## src/rtl/id_ex_stage.sv

```systemverilog
// ID/EX pipeline register with load-use hazard detection and EX operand forwarding.
// Define IDEX_FWD_EN to enable forwarding; without it, RAW hazards stall until the regfile supplies data.
module id_ex_stage #(
  parameter int XLEN   = 32,
  parameter int CTRL_W = 8
) (
  input  logic              clk,
  input  logic              rst_n,
  input  logic              id_valid,
  input  logic [XLEN-1:0]   id_pc,
  input  logic [4:0]        id_rs1,
  input  logic [4:0]        id_rs2,
  input  logic [4:0]        id_rd,
  input  logic [XLEN-1:0]   id_rs1_data,
  input  logic [XLEN-1:0]   id_rs2_data,
  input  logic [XLEN-1:0]   id_imm,
  input  logic [3:0]        id_alu_op,
  input  logic [CTRL_W-1:0] id_ctrl,
  input  logic              ex_hold,
  input  logic              flush,
  input  logic [4:0]        exmem_rd,
  input  logic              exmem_reg_write,
  input  logic [XLEN-1:0]   exmem_result,
  input  logic [4:0]        memwb_rd,
  input  logic              memwb_reg_write,
  input  logic [XLEN-1:0]   memwb_result,
  output logic              hazard_stall,
  output logic              ex_valid,
  output logic [XLEN-1:0]   ex_pc,
  output logic [4:0]        ex_rd,
  output logic [CTRL_W-1:0] ex_ctrl,
  output logic [3:0]        alu_op,
  output logic [XLEN-1:0]   alu_ina,
  output logic [XLEN-1:0]   alu_inb,
  output logic [XLEN-1:0]   ex_store_data
);

  logic [4:0]      rs1_q;
  logic [4:0]      rs2_q;
  logic [XLEN-1:0] rs1_data_q;
  logic [XLEN-1:0] rs2_data_q;
  logic [XLEN-1:0] imm_q;
  logic [XLEN-1:0] op_a;
  logic [XLEN-1:0] op_b;
  logic            load_use;
  logic            load_bubble;

  assign load_use = ex_valid & ex_ctrl[1] & (ex_rd != '0) & id_valid &
                    ((ex_rd == id_rs1) | (ex_rd == id_rs2));

`ifdef IDEX_FWD_EN
  assign hazard_stall = load_use;

  // EX/MEM is the younger producer, so it takes precedence over MEM/WB
  always_comb begin
    op_a = rs1_data_q;
    if (rs1_q != '0) begin
      if (exmem_reg_write && exmem_rd == rs1_q)
        op_a = exmem_result;
      else if (memwb_reg_write && memwb_rd == rs1_q)
        op_a = memwb_result;
    end
  end

  always_comb begin
    op_b = rs2_data_q;
    if (rs2_q != '0) begin
      if (exmem_reg_write && exmem_rd == rs2_q)
        op_b = exmem_result;
      else if (memwb_reg_write && memwb_rd == rs2_q)
        op_b = memwb_result;
    end
  end
`else
  logic raw_ex;
  logic raw_exmem;
  logic unused_fwd;

  // Any pending producer in EX or EX/MEM blocks ID; MEM/WB is covered by the write-through regfile
  assign raw_ex    = ex_valid & ex_ctrl[3] & (ex_rd != '0) &
                     ((ex_rd == id_rs1) | (ex_rd == id_rs2));
  assign raw_exmem = exmem_reg_write & (exmem_rd != '0) &
                     ((exmem_rd == id_rs1) | (exmem_rd == id_rs2));
  assign hazard_stall = load_use | (id_valid & (raw_ex | raw_exmem));

  assign op_a = rs1_data_q;
  assign op_b = rs2_data_q;
  assign unused_fwd = ^{rs1_q, rs2_q, exmem_result, memwb_rd, memwb_reg_write, memwb_result};
`endif

  assign alu_ina       = op_a;
  assign alu_inb       = ex_ctrl[0] ? imm_q : op_b;
  assign ex_store_data = op_b;

  // A stalled or invalid ID slot becomes a bubble, but a hold freezes the stage unless flushed
  assign load_bubble = flush | (~ex_hold & (hazard_stall | ~id_valid));

  always_ff @(posedge clk or negedge rst_n) begin
    if (!rst_n) begin
      ex_valid   <= 1'b0;
      ex_pc      <= '0;
      ex_rd      <= '0;
      ex_ctrl    <= '0;
      alu_op     <= '0;
      rs1_q      <= '0;
      rs2_q      <= '0;
      rs1_data_q <= '0;
      rs2_data_q <= '0;
      imm_q      <= '0;
    end else if (load_bubble) begin
      ex_valid   <= 1'b0;
      ex_pc      <= '0;
      ex_rd      <= '0;
      ex_ctrl    <= '0;
      alu_op     <= '0;
      rs1_q      <= '0;
      rs2_q      <= '0;
      rs1_data_q <= '0;
      rs2_data_q <= '0;
      imm_q      <= '0;
    end else if (!ex_hold) begin
      ex_valid   <= 1'b1;
      ex_pc      <= id_pc;
      ex_rd      <= id_rd;
      ex_ctrl    <= id_ctrl;
      alu_op     <= id_alu_op;
      rs1_q      <= id_rs1;
      rs2_q      <= id_rs2;
      rs1_data_q <= id_rs1_data;
      rs2_data_q <= id_rs2_data;
      imm_q      <= id_imm;
    end
  end

endmodule

```

## config.mk

```make
export PLATFORM = sky130hd
export DESIGN_NAME = id_ex_stage
export DESIGN_NICKNAME = d
export VERILOG_FILES = /design/src/rtl/id_ex_stage.sv
export SDC_FILE = /design/constraint.sdc
export NUM_CORES = 1
export LEC_CHECK = 0
export BUFFER_PORTS_ARGS = -buffer_cell sky130_fd_sc_hd__buf_2
export CAP_MARGIN = 20
export CORE_AREA = 2 2 150 152
export DETAILED_ROUTE_END_ITERATION = 10
export DIE_AREA = 0 0 152 154
export GPL_ROUTABILITY_DRIVEN = 0
export SLEW_MARGIN = 0
export SYNTH_ARGS = -nofsm -noshare
export SYNTH_HDL_FRONTEND = slang
export SYNTH_SLANG_ARGS = --single-unit
```

## constraint.sdc

```tcl
create_clock -name clk -period 2.5 [get_ports clk]
set_clock_uncertainty 0.2 [all_clocks]
set_input_delay 0.5 -clock clk [delete_from_list [all_inputs] [get_ports clk]]
set_output_delay 0.5 -clock clk [all_outputs]
set_load 0.03 [all_outputs]
```

==> results.yml <==
routing:
  ant_nets: 0
  drc: 0
  wl_per_cell_um: 18.0
  drt-initial-drc-count: 331
  vias_per_cell: 5.11
  totalWireLength_um: 18000
  vias: 5111
  drtPass1Iterations: 5
clocking:
  numCtsBuffers: 17
  cts-root-buf: "clkbuf_16"
  path_clk_slew_ps: 70
  htreeDepth: 4
  clock-sinks: 146
  cts.path.max_buffers: 2
  tritoncts: "built"
  worst_skew_pair.late_latency_ps: 400
synthesis:
  yosysWarningCount: 0
  yosysTopAreaCell: "dfrtp_1"
  synth-compound-area-share_pct: 24.7
  synth.top_cell.area_share_pct: 60.2
  synth-simple-area-share_pct: 1.26
  ys.flop_type: "dfrtp_1"
  yosys-top-cells-area: "dfrtp_1, a32o_1, mux2_2"
  syn_avg_cell_area_sq_um: 14.6
  synthDistinctLibCells: 19
  synth_nets: 653
  synth_edf_count: 0
  async_flop_share_pct: 100
  synthMuxAreaShare_pct: 5.94
  netlist_instances: 417
  synth_xor_area_share_pct: 2.89
  synth-seq-cells: 146
  syn-cell-area_sq_mm: 0.00607
  synth_commonest_cells: "dfrtp_1, a32o_1, clkbuf_1, mux2_2, xnor2_1"
  yosysMostFrequentCell: "dfrtp_1"
  seq_area_frac_synth_pct: 60.2
  synth-adder-area-share_pct: 0
  synth_top_family_by_area: "compound AO/OA/AOI/OAI gates"
critical_path:
  rr_startpoint: "ex_rd[4]$_DFFE_PN0P_"
  start_kind: "flop"
  cp-startpoint: "ex_rd[4]$_DFFE_PN0P_"
  worstPathRequired_ps: 1800
  endpoint: "hazard_stall"
  crit_arrival_ps: 1700
  rr_worst_depth: 7
  regToRegEndpoint: "ex_store_data[19]$_DFFE_PN0P_"
  path_max_fanout: 5
  timing.reg2reg.setup_slack_ps: 420
  end_kind: "output pin"
  worstSetupPathType: "flop to output pin"
floorplan:
  coreArea_sq_mm: 0.0217
  die_w_um: 152
  dieArea_sq_mm: 0.0234
  start_util_pct: 28.0
  io_pins: 383
  rows: 54
  die_h_um: 154
timing:
  clock.fmax_mhz: 416
  maxSlewViolCount: 0
  slew_headroom_pct: 67.9
  period_share_pct: 96.1
  finalWorstSetupSlack_ps: 98.2
  hold_viol_final: 0
  setup_viol: 0
  period_minus_slack_ps: 2400
  tightest_slew_ps: 481
cells_and_area:
  antenna_cells: 0
  post-route-util_pct: 39.4
  area_growth_syn_to_layout_pct: 40.7
  layout-drive-gt1-share_pct: 55.0
  nNetsFinal: 944
pwr:
  powerDensity_mw_per_mm2: 694
  p_leak_nw: 4.35
  ir_drop_uv: 361
hold_path:
  hold_class: "primary input to flop"
grt:
  grt_max_degree: 82
  grt_pass1_vias: 5187
  antenna_found_initial: 0
  grt_pass1_wl_um: 28300
  grtUsageTotal_pct: 14.9
  overflow: 0
placed_design:
  dpl.hpwl_um: 11900
  io_buffers: 312
  pre_cts_slack_ps: 113
status:
  status: "finished, final reports clean"
flow_run:
  drv_cap: 0
cell type report:
cell class	count	area (sq um)
timing repair buffer	324	1780
multi-input combinational	219	2150
fill	2120	13200
clock buffer	21	480
sequential	146	3660
tap	280	350
clock inverter	10	123
what timing repair did:
item                                    4_1_cts  5_1_grt
endpoints found under the setup margin        1        1
endpoints found under the hold margin       146        0
gates resized for setup                       2        4
buffers inserted                              1        1
pin swaps                                     1        1
hold buffers                                  1        0
worst max-delay path, stage by stage, from the launching register on:
cell and delay [ps]:
dfrtp_1 440, xnor2_1 170, nand3_1 110, o22ai_2 200, a32oi_4 90, nor2b_2 130, buf_4 160
metal layers:
| layer | vias up | GRT usage (%) | part of all wire (%) |
|---|---|---|---|
| met5 | - | 0 | 0 |
| met4 | 0 | 4.98 | 1.5 |
| met3 | 15 | 4.85 | 6.9 |
| met2 | 200 | 24.3 | 49 |
| met1 | 2599 | 18.7 | 43 |
| li1 | 2297 | - | - |
report_power, final:
| part | leakage, nW | switching, W | total, W | internal (W) |
|---|---|---|---|---|
| combinational | 2.06 | 0.000491 | 0.000804 | 0.000312 |
| clock | 0.300 | 0.00103 | 0.00261 | 0.00158 |
| sequential | 1.99 | 0.0000558 | 0.00251 | 0.00246 |
logic make-up (layout without fill, tap and decap cells):
family / after synthesis / count (layout)
compound gates: 151 / 151
xor+xnor: 20 / 20
buf+inv: 52 / 355
flops: 146 / 146
mux: 32 / 32
simple gates: 16 / 16
stage by stage:
step	total power [W]	setup TNS (ps)	std cells	hold WS, ps	cell area (sq um)
2_1_floorplan	0.00300	0	417	4.41	6070
3_3_place_gp	0.00335	0	966	93.2	7890
3_5_place_dp	0.00336	0	966	95.7	7890
4_1_cts	0.00601	0	999	104	8520
5_1_grt	0.00619	-22.2	1000	96.9	8540
6_report	0.00593	0	1000	128	8540
registers in the layout, summed over array words and instances (netlist names):
| register | flops |
|---|---|
| ex_rd | 5 |
| alu_op | 4 |
| ex_store_data | 32 |
| ex_ctrl | 8 |
| alu_ina | 32 |
| ex_pc | 32 |
| ex_valid | 1 |
| imm_q | 32 |
how the worst min path moves through the flow:
stage / startpoint / endpoint / slack (ps) / cells past startpoint
after floorplan: rst_n / alu_ina[0]$_DFFE_PN0P_ / 4 / 0
after global placement: rst_n / ex_pc[3]$_DFFE_PN0P_ / 90 / 1
after detailed placement: rst_n / ex_pc[3]$_DFFE_PN0P_ / 100 / 1
after CTS: id_rs2_data[7] / ex_store_data[7]$_DFFE_PN0P_ / 100 / 2
after global routing: id_pc[3] / ex_pc[3]$_DFFE_PN0P_ / 100 / 2
final: id_rs2_data[9] / ex_store_data[9]$_DFFE_PN0P_ / 130 / 2
cells in the final DEF (no fill, tap or decap), types with 4 or more instances in the layout:
master / instances
a32o_1: 145
buf_12: 9
buf_2: 310
clkbuf_16: 17
clkbuf_8: 4
dfrtp_1: 142
dfrtp_2: 4
mux2_2: 32
nand2_1: 5
nand3_1: 4
xnor2_1: 19
(Power assumes the default switching activity.)
